`src/rtl/sad_pkg.sv`:
```
// Shared definitions for the SAD scan sequencer and its raster counters.
package sad_pkg;

  typedef enum logic [1:0] {
    IDLE,
    ISSUE,
    DRAIN,
    FLUSH
  } scanState_e;

  localparam int unsigned SAD_W_DEF   = 32;
  localparam int unsigned COORD_W_DEF = 6;

  // Seed for the working minimum; truncated to SAD_W at the point of use.
  localparam logic [63:0] SAD_MAX = '1;

endpackage

```
`src/rtl/sad_scan_ctrl_if.sv`:
```
// Request/result handshake between the scan sequencer and the SAD pipeline.
interface sad_scan_ctrl_if #(
  parameter int unsigned COORD_W = 6,
  parameter int unsigned SAD_W   = 32
) ();

  logic               ReqValid;
  logic               ReqReady;
  logic [COORD_W-1:0] ReqX;
  logic [COORD_W-1:0] ReqY;
  logic               ResultValid;
  logic [SAD_W-1:0]   ResultSAD;

  modport master (
    output ReqValid, ReqX, ReqY,
    input  ReqReady, ResultValid, ResultSAD
  );

  modport slave (
    input  ReqValid, ReqX, ReqY,
    output ReqReady, ResultValid, ResultSAD
  );

endinterface

```
`src/rtl/sad_raster_cnt.sv`:
```
// Raster x/y position counter: x wraps at COLS-1 into y+1, Last marks the final position.
module sad_raster_cnt #(
  parameter int unsigned COLS    = 61,
  parameter int unsigned ROWS    = 61,
  parameter int unsigned COORD_W = 6
) (
  input  logic               Clk,
  input  logic               Reset,
  input  logic               Clear,
  input  logic               Advance,
  output logic [COORD_W-1:0] PosX,
  output logic [COORD_W-1:0] PosY,
  output logic               Last
);

  localparam logic [COORD_W-1:0] X_MAX = COORD_W'(COLS - 1);
  localparam logic [COORD_W-1:0] Y_MAX = COORD_W'(ROWS - 1);

  logic lastX;

  assign lastX = (PosX == X_MAX);
  assign Last  = lastX && (PosY == Y_MAX);

  always_ff @(posedge Clk or negedge Reset) begin
    if (!Reset) begin
      PosX <= '0;
      PosY <= '0;
    end else if (Clear) begin
      PosX <= '0;
      PosY <= '0;
    end else if (Advance) begin
      if (lastX) begin
        PosX <= '0;
        PosY <= Last ? '0 : PosY + 1'b1;
      end else begin
        PosX <= PosX + 1'b1;
      end
    end
  end

endmodule

```
`src/rtl/sad_scan_ctrl.sv`:
```
// SAD scan sequencer: raster-issues candidate positions with a bounded in-flight
// count, tracks the minimum of in-order results and publishes it with a Done pulse.
module sad_scan_ctrl
  import sad_pkg::*;
#(
  parameter int unsigned COLS    = 61,
  parameter int unsigned ROWS    = 61,
  parameter int unsigned COORD_W = COORD_W_DEF,
  parameter int unsigned SAD_W   = SAD_W_DEF,
  parameter int unsigned MAX_OUT = 4
) (
  input  logic                Clk,
  input  logic                Reset,
  input  logic                Start,
  input  logic                Abort,
  sad_scan_ctrl_if.master     sadBus,
  output logic                Busy,
  output logic                Done,
  output logic [SAD_W-1:0]    MinSAD,
  output logic [COORD_W-1:0]  MinX,
  output logic [COORD_W-1:0]  MinY
);

  localparam int unsigned OUT_W = $clog2(MAX_OUT + 1);

  scanState_e         state;
  logic [OUT_W-1:0]   outstanding;
  logic [OUT_W-1:0]   outNext;
  logic [SAD_W-1:0]   workMin;
  logic [COORD_W-1:0] workX;
  logic [COORD_W-1:0] workY;
  logic [SAD_W-1:0]   nextMin;
  logic [COORD_W-1:0] nextX;
  logic [COORD_W-1:0] nextY;

  logic               scanStart;
  logic               xfer;
  logic               resAccept;
  logic [COORD_W-1:0] issueX;
  logic [COORD_W-1:0] issueY;
  logic               issueLast;
  logic [COORD_W-1:0] resX;
  logic [COORD_W-1:0] resY;
  logic               resLast;

  assign scanStart = (state == IDLE) && Start;

  // Abort masks the request combinationally so an aborting cycle never transfers.
  assign sadBus.ReqValid = (state == ISSUE) && (outstanding < OUT_W'(MAX_OUT)) && !Abort;
  assign sadBus.ReqX     = issueX;
  assign sadBus.ReqY     = issueY;

  assign xfer      = sadBus.ReqValid && sadBus.ReqReady;
  assign resAccept = sadBus.ResultValid && (outstanding != '0);
  assign Busy      = (state != IDLE);

  sad_raster_cnt #(
    .COLS    (COLS),
    .ROWS    (ROWS),
    .COORD_W (COORD_W)
  ) issueCnt (
    .Clk     (Clk),
    .Reset   (Reset),
    .Clear   (scanStart),
    .Advance (xfer),
    .PosX    (issueX),
    .PosY    (issueY),
    .Last    (issueLast)
  );

  sad_raster_cnt #(
    .COLS    (COLS),
    .ROWS    (ROWS),
    .COORD_W (COORD_W)
  ) resultCnt (
    .Clk     (Clk),
    .Reset   (Reset),
    .Clear   (scanStart),
    .Advance (resAccept),
    .PosX    (resX),
    .PosY    (resY),
    .Last    (resLast)
  );

  always_comb begin
    outNext = outstanding;
    if (xfer && !resAccept) begin
      outNext = outstanding + 1'b1;
    end else if (!xfer && resAccept) begin
      outNext = outstanding - 1'b1;
    end
  end

  // Strict compare keeps the earliest raster position on ties.
  always_comb begin
    nextMin = workMin;
    nextX   = workX;
    nextY   = workY;
    if (resAccept && (sadBus.ResultSAD < workMin)) begin
      nextMin = sadBus.ResultSAD;
      nextX   = resX;
      nextY   = resY;
    end
  end

  always_ff @(posedge Clk or negedge Reset) begin
    if (!Reset) begin
      state       <= IDLE;
      outstanding <= '0;
      workMin     <= '0;
      workX       <= '0;
      workY       <= '0;
      Done        <= 1'b0;
      MinSAD      <= '0;
      MinX        <= '0;
      MinY        <= '0;
    end else begin
      Done <= 1'b0;
      case (state)
        IDLE: begin
          if (Start) begin
            outstanding <= '0;
            workMin     <= SAD_W'(SAD_MAX);
            workX       <= '0;
            workY       <= '0;
            state       <= ISSUE;
          end
        end
        ISSUE: begin
          outstanding <= outNext;
          workMin     <= nextMin;
          workX       <= nextX;
          workY       <= nextY;
          if (Abort) begin
            state <= FLUSH;
          end else if (xfer && issueLast) begin
            state <= DRAIN;
          end
        end
        DRAIN: begin
          outstanding <= outNext;
          workMin     <= nextMin;
          workX       <= nextX;
          workY       <= nextY;
          if (Abort) begin
            state <= FLUSH;
          end else if (resAccept && resLast) begin
            MinSAD <= nextMin;
            MinX   <= nextX;
            MinY   <= nextY;
            Done   <= 1'b1;
            state  <= IDLE;
          end
        end
        FLUSH: begin
          outstanding <= outNext;
          if (outNext == '0) begin
            state <= IDLE;
          end
        end
        default: state <= IDLE;
      endcase
    end
  end

endmodule

```
`src/flat_wrapper.sv`:
```
// flat-port wrapper written by rule: the top's interface ports become plain ports
module sad_scan_ctrl_flat import sad_pkg::*;
#(
  parameter int unsigned COLS    = 61,
  parameter int unsigned ROWS    = 61,
  parameter int unsigned COORD_W = COORD_W_DEF,
  parameter int unsigned SAD_W   = SAD_W_DEF,
  parameter int unsigned MAX_OUT = 4
)
  (Clk, Reset, Start, Abort, Busy, Done, MinSAD, MinX, MinY, sadBus_ReqValid, sadBus_ReqX, sadBus_ReqY, sadBus_ReqReady, sadBus_ResultValid, sadBus_ResultSAD);
  sad_scan_ctrl_if #(.COORD_W(COORD_W), .SAD_W(SAD_W)) sadBus_i ();
  input  logic Clk;
  input  logic Reset;
  input  logic Start;
  input  logic Abort;
  output logic Busy;
  output logic Done;
  output logic [SAD_W-1:0] MinSAD;
  output logic [COORD_W-1:0] MinX;
  output logic [COORD_W-1:0] MinY;
  output wire logic [$bits(sadBus_i.ReqValid)-1:0] sadBus_ReqValid;
  output wire logic [$bits(sadBus_i.ReqX)-1:0] sadBus_ReqX;
  output wire logic [$bits(sadBus_i.ReqY)-1:0] sadBus_ReqY;
  input wire logic [$bits(sadBus_i.ReqReady)-1:0] sadBus_ReqReady;
  input wire logic [$bits(sadBus_i.ResultValid)-1:0] sadBus_ResultValid;
  input wire logic [$bits(sadBus_i.ResultSAD)-1:0] sadBus_ResultSAD;
  assign sadBus_ReqValid = sadBus_i.ReqValid;
  assign sadBus_ReqX = sadBus_i.ReqX;
  assign sadBus_ReqY = sadBus_i.ReqY;
  assign sadBus_i.ReqReady = sadBus_ReqReady;
  assign sadBus_i.ResultValid = sadBus_ResultValid;
  assign sadBus_i.ResultSAD = sadBus_ResultSAD;
  sad_scan_ctrl #(.COLS(COLS), .ROWS(ROWS), .COORD_W(COORD_W), .SAD_W(SAD_W), .MAX_OUT(MAX_OUT)) u_core (.Clk(Clk), .Reset(Reset), .Start(Start), .Abort(Abort), .sadBus(sadBus_i), .Busy(Busy), .Done(Done), .MinSAD(MinSAD), .MinX(MinX), .MinY(MinY));
endmodule
```
`config.mk`:
```
export PLATFORM = sky130hd
export DESIGN_NAME = sad_scan_ctrl_flat
export DESIGN_NICKNAME = d
export VERILOG_FILES = /design/src/rtl/sad_pkg.sv /design/src/rtl/sad_scan_ctrl_if.sv /design/src/rtl/sad_raster_cnt.sv /design/src/rtl/sad_scan_ctrl.sv /design/src/flat_wrapper.sv
export SDC_FILE = /design/constraint.sdc
export NUM_CORES = 1
export LEC_CHECK = 0
export BUFFER_PORTS_ARGS = -buffer_cell sky130_fd_sc_hd__buf_2
export CAP_MARGIN = 15
export CORE_AREA = 2 2 127 92
export CTS_BUF_LIST = sky130_fd_sc_hd__clkbuf_8
export CTS_CLUSTER_DIAMETER = 30
export CTS_CLUSTER_SIZE = 25
export DETAILED_ROUTE_END_ITERATION = 8
export DIE_AREA = 0 0 129 94
export PLACE_DENSITY = 0.85
export SETUP_SLACK_MARGIN = 0.15
export SLEW_MARGIN = 25
export SYNTH_ARGS = -nofsm -noshare
export SYNTH_HDL_FRONTEND = slang
export SYNTH_SLANG_ARGS = --single-unit
```
`constraint.sdc`:
```
create_clock -name Clk -period 3.49 [get_ports Clk]
set_input_delay 0.5235 -clock Clk [delete_from_list [all_inputs] [get_ports Clk]]
set_output_delay 0.5235 -clock Clk [all_outputs]
set_load 0.005 [all_outputs]
```
---- After elaboration in Yosys (flattened, before gate mapping) ----
Index checks and enable logic that the tools add are counted.
operators by class
  bitwise operators ....................... 1
  reductions and logical operators ........ 31
  order comparisons ....................... 2
  mux-type cells .......................... 36
  equality and inequality tests ........... 11
  add/sub/neg operators ................... 6
operators by type and width
  cell                 number
  $mux 6               17
  $mux 32              2
  $pmux 32 s2          1
  $lt 32x32->1         1
  $add 6x1->6 const B  4
  $eq 6x6->1 const B   4
  $pmux 6 s2           2
  $logic_and 1x1->1    12
  $mux 2               6
  $reduce_bool 2->1    6
  $mux 3               3
  $pmux 2 s4           1
  $pmux 3 s2           1
  $reduce_and 2->1     3
  $eq 2x2->1 const B   2
  $reduce_and 4->1     1
  $add 3x1->3 const B  1
  $logic_not 1->1      3
  $logic_not 3->1      1
  $lt 3x3->1 const B   1
  $mux 1               3
  $ne 3x2->1 const B   1
  $ne 3x3->1 const B   1
  $reduce_and 3->1     1
  other kinds (9)      9
storage, ports and cells
  register bits ........................... 118
  word-level logic and storage cells ...... 100
  output and inout port bits .............. 59

---- Depth between registers and ports, before layout ----
Gate-level depths: netlist of the first run.
  word-level depth ........................ 11
  depth in mapped cells ................... 11
  depth with buffers taken out ............ 9

---- Modules after synthesis ----
A second synthesis of the first run with hierarchy kept.
unflattened totals
  cell total of the unflattened synthesis .. 729
  area total of the unflattened synthesis .. 6905.4 um2
by module, submodules not included
  module          cells an instance  seq. area each (um2)  times used  area an instance (um2)
  sad_scan_ctrl   567                2352.3                1           5398.9
  sad_raster_cnt  81                 300.3                 2           753.2

---- Worst setup path after synthesis of the first run ----
OpenSTA, ideal clock, no wires.
  path kind ............................... input to register
  start ................................... in sadBus_ResultSAD[7]
  end ..................................... reg u_core.workMin[0]
  arrival time ............................ 2.456 ns
  path slack .............................. 0.913 ns
  data required time ...................... 3.369 ns
  cell stages on the path ................. 9
  setup time .............................. 0.121 ns
  cells stage by stage .................... ha_1 nand4_1 o311a_1 o41a_1 o21a_1 buf_2 o21ai_4 buf_4 a2bb2oi_1
on the way
  cells in the longest elaborated chain, start to end .. 4
RTL lines
  what                    RTL line              text
  start: declaration      flat_wrapper.sv:26    input wire logic [$bits(sadBus_i.ResultSAD)-1:0] sadBus_ResultSAD;
  $lt 32x32->1            sad_scan_ctrl.sv:99   if (resAccept && (sadBus.ResultSAD < workMin)) begin
  $logic_and 1x1->1       sad_scan_ctrl.sv:99
  $mux 32                 sad_scan_ctrl.sv:99
  $pmux 32 s2             sad_scan_ctrl.sv:119  case (state)
  end signal: assignment  sad_scan_ctrl.sv:123  workMin <= SAD_W'(SAD_MAX);
  end signal: assignment  sad_scan_ctrl.sv:131  workMin <= nextMin;
  end signal: assignment  sad_scan_ctrl.sv:142  workMin <= nextMin;
  end: declaration        sad_scan_ctrl.sv:29   logic [SAD_W-1:0] workMin;
No other way between the ends.
A chain may end at the register's enable or synchronous reset.

---- Worst setup path after layout of the first run ----
  start ................................... reg u_core.outstanding[0]
  end ..................................... reg u_core.MinSAD[30]
on the way
  cells in the longest elaborated chain, start to end .. 4
  elaborated cells on any way between the ends .. 6
  classes of those cells .................. mux (1); reduce/logical (5)
RTL lines
  what                                                          RTL line                                   text
  start: declaration                                            sad_scan_ctrl.sv:27                        logic [OUT_W-1:0] outstanding;
  start signal: assignment                                      sad_scan_ctrl.sv:130                       outstanding <= outNext;
  start signal: assignment                                      sad_scan_ctrl.sv:141                       outstanding <= outNext;
  start signal: assignment                                      sad_scan_ctrl.sv:156                       outstanding <= outNext;
  $reduce_bool 3->1 *                                           sad_scan_ctrl.sv:54                        assign resAccept = sadBus.ResultValid && (outstanding != '0);
  $logic_and 1x1->1 *                                           sad_scan_ctrl.sv:54
  $logic_and 1x1->1, on equally long branches                   sad_scan_ctrl.sv:147, sad_scan_ctrl.sv:99
  $reduce_and 3->1 (no line) / $mux 32 (equally long branches)  n/a
  end signal: assignment                                        sad_scan_ctrl.sv:148                       MinSAD <= nextMin;
  end: declaration                                              sad_scan_ctrl.sv:19                        output logic [SAD_W-1:0] MinSAD,
Mark *: on every way between the ends. The rest lies on a longest branch, timed or not.

==> metrics.cfg, run 1 <==
[worst_setup_path]
worstSetupPathType = reg -> reg
r2r_cells = 10
cp-start-kind = register
required_ns = 3.84
crit_path_end_kind = register
cp.arrival_ns = 3.26
reg2reg_from = u_core.outstanding[0]
r2r_setup_slack_ns = 0.58
r2r-end = u_core.MinSAD[30]
critical_path_peak_fanout = 28

[synth]
async_flop_share_pct = 100
synth_warnings = 0
ys.flop_type = dfrtp_1
synthCells = 680
synth.yosys.seq_area_share_pct = 47.2
synth_fp_nets = 765
synth-edff-count = 0
synth.cell_area_mm2 = 0.00625
synth.distinct_cells = 51
synth-seq-cells = 118
synth_area_per_cell_um2 = 9.19

[timing]
finalSetupViolCount = 0
finalCritPeriodShare_pct = 83.4
final_hold_viol_count = 0
worst_slack_ns = 0.580
worstMarginPinSlew_ns = 0.895
slew_headroom_pct = 40.1
fmax_mhz = 344
period_needed_ns = 2.91
drv_slew = 0
finClkSkew_ns = 0.0125
grt_setup_unrepaired = no
fin_setup_tns_ns = 0

[pwr]
p_leak_nw = 3.85
p_int_mw = 3.05
pwr-share-clk_pct = 27.3
p_switching_mw = 1.91
finalPower_mw = 4.96
p_per_area_mw_per_mm2 = 679
p_sw_share_pct = 38.6
irDropWorstVdd_v = 0.000514
p_comb_share_pct = 37.5
seq_power_share_pct = 35.2

[clocking]
path_clk_slew_ns = 0.07
htree_levels = 4
cts_made_buffers = 17
cts_resized = 0
clock_sink_count = 118
clk_latency_ns = 0.44
root_buffer = clkbuf_8
cts_tree = done
cts_buffer_depth = 2

[place]
dp.cells = 905
io_buffers = 96
dp_slack_ns = 0.414
dp_hpwl_mm = 10.0
routabilityCongestion = 0.877

[routing]
drcViolationCount = 0
drt-pass1-iter-count = 6
via_per_inst = 5.81
first_iter_violations = 391
via_count = 5454
drt_wl_total_mm = 14.7
wire_per_inst_um = 15.7
final_antenna_net_count = 0

[finish]
layout.nets = 857
fin_util_pct = 67.4
final-instance-count-excl-fill = 938
num-fill-cells = 818
n_antenna_cell = 0
drive_gt1_share_pct = 18.5
area_delta_synth_final_pct = 17.0

[global_route]
grt_antenna_before_repair = 0
grt_pass1_wl_mm = 24.0
grt_start_max_net_pins = 97
grt_pass1_vias = 5176
overflow = 0
grtUsageTotal_pct = 25.1

[die]
initial_core_util_pct = 57.6
io_pins = 97
rows = 32
die-width_um = 129
core_mm2 = 0.0109
dieArea_mm2 = 0.0121
die_y_um = 94

[worst_hold_path]
hold_depth = 3
whs_endpoint = u_core.MinSAD[5]
worst_hold_path_type = in -> reg
hold_path_startpoint = sadBus_ResultSAD[5]

[run_status]
status = finished, final reports clean

[job]
maxCapViolCount = 0

synth_stat cells, drive strengths merged (2+ instances only):
library cell	instances	area share (%)
a311oi	2	0.28
a22o	13	1.8
or3	6	0.60
mux2i	3	0.48
a21o	3	0.36
a211o	4	0.56
o21a	2	0.24
a41oi	2	0.28
nand3	14	1.2
ha	47	9.4
nand4	5	0.50
or4	2	0.24
inv	48	2.9
nor3	9	0.72
clkbuf	16	0.96
a31oi	47	4.7
nand2b	6	0.60
o211a	3	0.48
and2	2	0.20
nor2	69	4.1
nand2	121	7.3
buf	18	1.7
o21ai	21	1.9
nor4	4	0.64
a2bb2oi	32	4.5
a21oi	42	3.4
nor2b	6	0.60
dfrtp	118	47
critical path, cell delays in order (launching register included):
cell       delay (ns)
dfrtp_1          0.46
inv_1            0.10
ha_1             0.22
nand2b_1         0.10
nand2_1          0.13
a2111oi_0        0.37
o211a_1          0.29
o21a_2           0.46
buf_4            0.40
nand2_1          0.12
a31oi_1          0.18
through the flow:
step / hold slack, ns / instance area, um2
floorplan: 0.228 / 6250
global placement: 0.431 / 6870
detailed placement: 0.436 / 6870
CTS: 0.344 / 7310
global route: 0.365 / 7310
finish: 0.358 / 7310
power groups by stage:
stage	sequential [mW]	clock, mW	combinational (mW)
6_report	1.75	1.36	1.86
5_1_grt	1.77	1.42	2.08
4_1_cts	1.74	1.36	1.85
3_5_place_dp	1.76	0	1.84
3_3_place_gp	1.75	0	1.73
2_1_floorplan	1.70	0	1.44
flip-flops by register name, summed over array words and instances (netlist names):
name                   cells
u_core.MinSAD             32
u_core.workX               6
u_core.MinX                6
u_core.outstanding         3
u_core.issueCnt.PosX       6
u_core.state               2
u_core.resultCnt.PosX      6
u_core.resultCnt.PosY      6
u_core.Done                1
u_core.MinY                6
u_core.workMin            32
u_core.workY               6
u_core.issueCnt.PosY       6
logic make-up (layout without fill, tap and decap cells):
kind of cell    after synthesis  in the layout  share of synthesized area (%)
mux                           3              3                          0.480
buf+inv                      82            187                           5.50
compound gates              179            179                           19.7
simple gates                251            251                           17.7
fa+ha+maj                    47             47                           9.41
flops                       118            118                           47.2
per-layer routing:
metal	up-vias	share of wire [%]	GRT usage, %
met4	0	2.6	11.2
met2	233	46	39.2
li1	2573	-	-
met1	2610	44	33.5
met3	38	6.9	5.81
met5	-	0	0
final cells by class:
type                       count  area [um2]  area share (%)
tap                          153         191            2.62
multi-input combinational    480        2960            40.5
clock inverter                14         184            2.51
sequential                   118        2950            40.4
timing repair buffer         107         593            8.11
clock buffer                  18         248            3.39
inverter                      48         180            2.46
timing repair:
item / CTS / global route
hold buffers: 1 / 0
endpoints found under the hold margin: 22 / 0
setup buffers: 0 / 0
layout by cell type (no fill, tap or decap), types with 9 or more instances in the layout:
cell type	count
a22o_1	13
nand2_1	120
a31oi_1	47
ha_1	47
buf_2	95
nand3_1	13
o21ai_0	18
inv_1	49
clkbuf_8	18
a21oi_1	42
nor2_1	69
dfrtp_1	118
a2bb2oi_1	32
buf_4	9
nor3_1	9
how the worst max path moves through the flow:
stage                          startpoint                 end  cells after the start
finish              u_core.outstanding[0]   u_core.MinSAD[30]                     10
global route        u_core.outstanding[0]   u_core.MinSAD[25]                     10
CTS                 u_core.outstanding[0]   u_core.MinSAD[30]                     10
detailed placement    sadBus_ResultSAD[7]  u_core.workMin[24]                      9
global placement      sadBus_ResultSAD[7]   u_core.workMin[7]                      9
floorplan             sadBus_ResultSAD[7]   u_core.workMin[0]                      9
Note: power is estimated with default switching activity, not from simulation.
==> run 2, diff against run 1 <==
==> constraint.sdc (replaced) <==
create_clock -name Clk -period 2.9 [get_ports Clk]
set_input_delay 0.435 -clock Clk [delete_from_list [all_inputs] [get_ports Clk]]
set_output_delay 0.435 -clock Clk [all_outputs]
set_load 0.005 [all_outputs]
==> run 2 against run 1 <==
  * Clock power is 13% higher
  * Count of clock-buffer cells in the layout grew 1
  * Combinational power grew 29%
  * Core utilization is 0.53 points higher
  * Setup slack got worse by 0.32 ns
  * Critical path depth shrank 1
  * Flip-flop and latch count is the same
  * Cell count is 0.53% higher
  * Sequential share of layout area shrank 0.32 points
  * Routed wire length is 0.60% higher
  * Highest routed layer unchanged
  * Via count up 0.68%
  * Total power is 22% higher
==> metrics.cfg, run 2 (synthesized netlist as in run 1, its figures left out) <==
[run_status]
status = finished, final reports clean

[die]
core_mm2 = 0.0109
die-width_um = 129
initial_core_util_pct = 57.6
rows = 32
io_pins = 97
dieArea_mm2 = 0.0121
die_y_um = 94

[worst_setup_path]
r2r_cells = 9
crit_path_end_kind = register
critical_path_peak_fanout = 23
required_ns = 3.27
cp-start-kind = register
worstSetupPathType = reg -> reg
cp.arrival_ns = 3.01

[clocking]
cts_buffer_depth = 2
htree_levels = 4
root_buffer = clkbuf_8
cts_made_buffers = 17
cts_tree = done
path_clk_slew_ns = 0.07
clk_latency_ns = 0.44
cts_setup_buffers = 0
clock_sink_count = 118

[finish]
drive_gt1_share_pct = 18.6
multi_input_area_mm2 = 0.00297
n_antenna_cell = 0
reg.largest.list = u_core.MinSAD (32), u_core.workMin (32)
final_cell_mix = nand2_1 (120), dfrtp_1 (118), buf_2 (95)
layout_commonest_cell = nand2_1
num-fill-cells = 816
final-instance-count-excl-fill = 943
layout.nets = 862
register_area_mm2 = 0.00295
area_delta_synth_final_pct = 17.9

[place]
io_buffers = 96
routabilityCongestion = 0.882
dp.cells = 910
dp_hpwl_mm = 10.1

[routing]
first_iter_violations = 451
dr_wl_met2_mm = 6.89
routed.top_layer = met4
drt-pass1-iter-count = 5
drt_wl_total_mm = 14.8
wire_per_inst_um = 15.7
wl_met3_mm = 1.06
wl_met1_mm = 6.63
final_antenna_net_count = 0
drcViolationCount = 0
via_per_inst = 5.82
via_count = 5491

[global_route]
grt_pass1_vias = 5215
grt_start_max_net_pins = 97
overflow = 0
grt_pass1_wl_mm = 24.7
grtUsageTotal_pct = 25.9
grt_antenna_before_repair = 0

[pwr]
p_leak_nw = 3.90
irDropWorstVdd_v = 0.000494
p_per_area_mw_per_mm2 = 818

[timing]
finalCritPeriodShare_pct = 90.9
fmax_mhz = 380
drv_slew = 0
finClkSkew_ns = 0.00880
worstMarginPinSlew_ns = 0.510
final_hold_viol_count = 0
fin_setup_tns_ns = 0
grt_setup_unrepaired = yes
period_needed_ns = 2.63
slew_headroom_pct = 66.0
finalSetupViolCount = 0

[worst_hold_path]
hold_depth = 3
worst_hold_path_type = in -> reg

[job]
maxCapViolCount = 0

-- run 2: area by class of cell --
type                    count  share of cell area (%)
flip-flops and latches    118                    40.1
repair buffers            112                    9.22
well taps                 153                    2.60
multi-input cells         480                    40.2
clock inverters            13                    1.90
clock buffers              19                    3.55
inverters                  48                    2.44
-- run 2: critical path, stage by stage (launching register included) --
cell	delay (ns)
dfrtp_1	0.35
inv_1	0.06
ha_1	0.33
nand4_1	0.20
nor4_1	0.50
nand2_1	0.24
o21a_2	0.32
o21ai_4	0.23
buf_12	0.19
a22o_1	0.15
-- run 2: what timing repair did --
| action | CTS | global route |
|---|---|---|
| setup endpoints to repair | 0 | 45 |
| resized for setup | 0 | 4 |
| hold buffers | 1 | 0 |
| endpoints found under the hold margin | 22 | 0 |
-- run 2: layer usage --
layer	vias to the layer above	GRT usage, %
met5	-	0
met4	0	9.78
met3	27	6.09
met2	233	40.2
met1	2644	35.5
li1	2587	-
-- run 2: worst paths after layout --
path	start	endpoint	slack (ns)
worst min-delay path	sadBus_ResultSAD[0]	u_core.MinSAD[0]	0.27
worst min register to register	u_core.workY[2]	u_core.workY[2]	0.50
worst max register to register	u_core.workMin[31]	u_core.workX[4]	0.27
max in group asynchronous	Reset	u_core.resultCnt.PosX[2]	1.67
min in group asynchronous	Reset	u_core.workMin[7]	0.43
worst max-delay path	u_core.workMin[31]	u_core.workX[4]	0.27
-- run 2: report_power, final --
| part | switching, mW | total, mW | leakage (nW) | internal, mW |
|---|---|---|---|---|
| combinational | 1.43 | 2.40 | 2.18 | 0.964 |
| sequential | 0.210 | 2.10 | 1.50 | 1.89 |
| clock | 0.661 | 1.54 | 0.216 | 0.876 |
| total | 2.30 | 6.03 | 3.90 | 3.73 |
-- run 2: stage by stage --
| stage | total power, mW | setup slack (ns) | utilization (%) | hold slack, ns | cell area [um2] |
|---|---|---|---|---|---|
| floorplan | 3.78 | 0.411 | - | 0.139 | 6250 |
| global placement | 4.33 | 0.264 | 64.0 | 0.340 | 6950 |
| detailed placement | 4.47 | 0.197 | 64.0 | 0.346 | 6950 |
| CTS | 6.00 | 0.231 | 67.8 | 0.257 | 7360 |
| global route | 6.42 | 0.139 | 67.9 | 0.268 | 7370 |
| finish | 6.03 | 0.265 | 67.9 | 0.271 | 7370 |
==> run 3, diff against run 2 <==
--- a/config.mk
+++ b/config.mk
@@ -5,15 +5,15 @@
 export SDC_FILE = /design/constraint.sdc
 export NUM_CORES = 1
 export LEC_CHECK = 0
+export ABC_AREA = 1
 export BUFFER_PORTS_ARGS = -buffer_cell sky130_fd_sc_hd__buf_2
 export CAP_MARGIN = 15
-export CORE_AREA = 2 2 127 92
-export CTS_BUF_LIST = sky130_fd_sc_hd__clkbuf_8
+export CORE_AREA = 2 2 135 98
 export CTS_CLUSTER_DIAMETER = 30
 export CTS_CLUSTER_SIZE = 25
 export DETAILED_ROUTE_END_ITERATION = 8
-export DIE_AREA = 0 0 129 94
-export PLACE_DENSITY = 0.85
+export DIE_AREA = 0 0 137 100
+export PLACE_DENSITY = 0.84
 export SETUP_SLACK_MARGIN = 0.15
 export SLEW_MARGIN = 25
 export SYNTH_ARGS = -nofsm -noshare
==> run 3 against run 2 <==
  * Count of clock-buffer cells in the layout increased by 5
  * Design area increased by 15%
  * Area after synthesis increased by 15%
  * Highest routed layer unchanged
  * Die area increased by 13%
  * Total power increased by 24%
  * Largest power group unchanged
==> metrics.cfg, run 3 <==
[timing]
period_needed_ns = 2.38
worstMarginPinSlew_ns = 0.687
drv_slew = 0
final_hold_viol_count = 0
grt_setup_unrepaired = no
slew_headroom_pct = 53.9
fin_setup_tns_ns = 0
fmax_mhz = 420
finalSetupViolCount = 0
worst_slack_ns = 0.520
finalCritPeriodShare_pct = 82.1
finClkSkew_ns = 0.00706
fin_worst_hold_slack_ns = 0.0402

[clocking]
htree_levels = 4
cts_tree = done
path_clk_slew_ns = 0.06
cts_setup_buffers = 0
cts_hold_buf = 0
cts_made_buffers = 17
cts_buffer_depth = 2
cts_resized = 0
clock_sink_count = 118
clk_latency_ns = 0.41
root_buffer = clkbuf_16

[global_route]
overflow = 0
grt_start_max_net_pins = 89
grt_pass1_vias = 6078
grt_pass1_wl_mm = 29.2
grt_antenna_before_repair = 0
grtUsageTotal_pct = 26.6

[synth]
synth.cell_area_mm2 = 0.00719
ys.flop_type = dfrtp_1
synth_warnings = 0
netlist_top_cells_count = nand2_1 (211), inv_1 (203), nand3_1 (184), dfrtp_1 (118), o21ai_0 (72)
synth_most_common_cell = nand2_1
synth_top_area_cell = dfrtp_1
async_flop_share_pct = 100
synth.yosys.seq_area_share_pct = 41.1
synth_top_area_share_pct = 41.1
synthCells = 983
synth.distinct_cells = 37
synth-edff-count = 0
synth_area_per_cell_um2 = 7.32
synthTopCellsByArea = dfrtp_1 (41%), nand3_1 (13%), nand2_1 (11%)
synth_fp_nets = 1068
synth-seq-cells = 118

[finish]
reg.largest.list = u_core.MinSAD (32), u_core.workMin (32)
layout_commonest_cell = nand2_1
drive_gt1_share_pct = 15.0
num-fill-cells = 1041
layout.nets = 1154
fin_util_pct = 67.1
area_delta_synth_final_pct = 17.8
final_cell_mix = nand2_1 (209), inv_1 (203), nand3_1 (184)
n_antenna_cell = 0

[worst_setup_path]
crit_path_end_kind = register
cp-start-kind = register
r2r_cells = 11
critical_path.startpoint = u_core.workMin[27]
endpoint = u_core.workX[1]
r2r_setup_slack_ns = 0.52
required_ns = 3.18
crit_top_cell = nand3_1
worstPathCellList = inv_1 -> ha_1 -> a21oi_1 -> o21ai_0 -> nand2_1 -> nand3_1 -> nor2_4 -> buf_4 -> nand3_1 -> nand3_1 -> o21ai_0
critPathMaxStageDelay_ns = 0.41
r2r-end = u_core.workX[1]
critical_path_peak_fanout = 39
slowest_stage = buf_4
reg2reg_from = u_core.workMin[27]
worstSetupPathType = reg -> reg
cp.arrival_ns = 2.66

[pwr]
p_switching_mw = 2.99
irDropWorstVdd_v = 0.000606
p_sw_share_pct = 40.0
p_int_mw = 4.49
pwr-share-clk_pct = 30.7
p_comb_share_pct = 39.9
p_per_area_mw_per_mm2 = 882
seq_power_share_pct = 29.4
p_leak_nw = 4.64

[worst_hold_path]
worst_hold_path_type = in -> async

[routing]
via_per_inst = 5.38
final_antenna_net_count = 0
drcViolationCount = 0
drt_wl_total_mm = 17.1
wire_per_inst_um = 13.7
via_count = 6709
first_iter_violations = 508
drt-pass1-iter-count = 5

[place]
dp_slack_ns = 0.481
routabilityCongestion = 0.894
io_buffers = 96
dp_hpwl_mm = 11.1

[die]
rows = 35
io_pins = 97
die-width_um = 137
initial_core_util_pct = 57.0
dieArea_mm2 = 0.0137
die_y_um = 100
core_mm2 = 0.0126

[run_status]
status = finished, final reports clean

[job]
maxCapViolCount = 0

run 3: cell count changes in the layout (fill, tap and decap cells not counted), moves of 19 or more:
cell       before  now
a21oi_1        42   23
inv_1          52  203
nor2_1         69   25
a31oi_1        47    1
nand2_1       120  209
a2bb2oi_1      32    0
nand3_1        13  184
o21ai_0        18   71
run 3: logic make-up (layout without fill, tap and decap cells):
group                      after synthesis  in the layout  share of synthesized area (%)
and+or+nand+nor                        446            446                           27.5
xor gates and xnor gates                 4              4                          0.487
adders and majority gates               47             47                           8.18
DFF                                    118            118                           41.1
AOI/OAI and AO/OA                      118            118                           8.98
buffers and inverters                  250            349                           13.8
run 3: worst min path at each step:
stage	startpoint	end	cells past startpoint
floorplan	Reset	u_core.Done	0
global placement	Reset	u_core.issueCnt.PosY[2]	2
detailed placement	Reset	u_core.issueCnt.PosY[2]	2
CTS	Reset	u_core.issueCnt.PosY[2]	2
global route	Reset	u_core.issueCnt.PosY[2]	2
finish	Reset	u_core.issueCnt.PosY[2]	2
run 3: cell type report:
cell class                 instances  area, um2  share of cell area, %
clock buffer                      24        502                   5.92
clock inverter                     8        143                   1.68
inverter                         207        777                   9.18
multi-input combinational        615       3260                   38.5
sequential                       118       2950                   34.9
tap                              166        208                   2.45
timing repair buffer             110        626                   7.39
run 3: critical path, delay by kind of cell, from the launching register on:
family	cells	cell delay, ns
simple gates	5	0.72
buf+inv	2	0.52
flops	1	0.37
compound gates	3	0.37
fa+ha+maj	1	0.26
run 3: power groups by stage:
stage / Clock [mW] / Combinational (mW) / Sequential, mW
final: 2.29 / 2.98 / 2.20
after CTS: 2.31 / 2.96 / 2.19
after floorplan: 0 / 2.15 / 2.18
after global routing: 2.39 / 3.41 / 2.24
after detailed placement: 0 / 2.90 / 2.22
after global placement: 0 / 2.81 / 2.20
run 3: routing by layer:
metal  up-vias  routed length, um  GRT usage, %
li1       3293                  -             -
met1      3126               7740          38.4
met2       266               7800          40.8
met3        24               1270          4.14
met4         0                296          9.44
met5         -                  0             0
run 3: metrics by stage:
| step | cells | cell area (um2) | total power, mW |
|---|---|---|---|
| global route | 1248 | 8470 | 8.04 |
| CTS | 1248 | 8470 | 7.47 |
| floorplan | 983 | 7190 | 4.33 |
| detailed placement | 1216 | 7820 | 5.12 |
| finish | 1248 | 8470 | 7.47 |
| global placement | 1216 | 7820 | 5.01 |
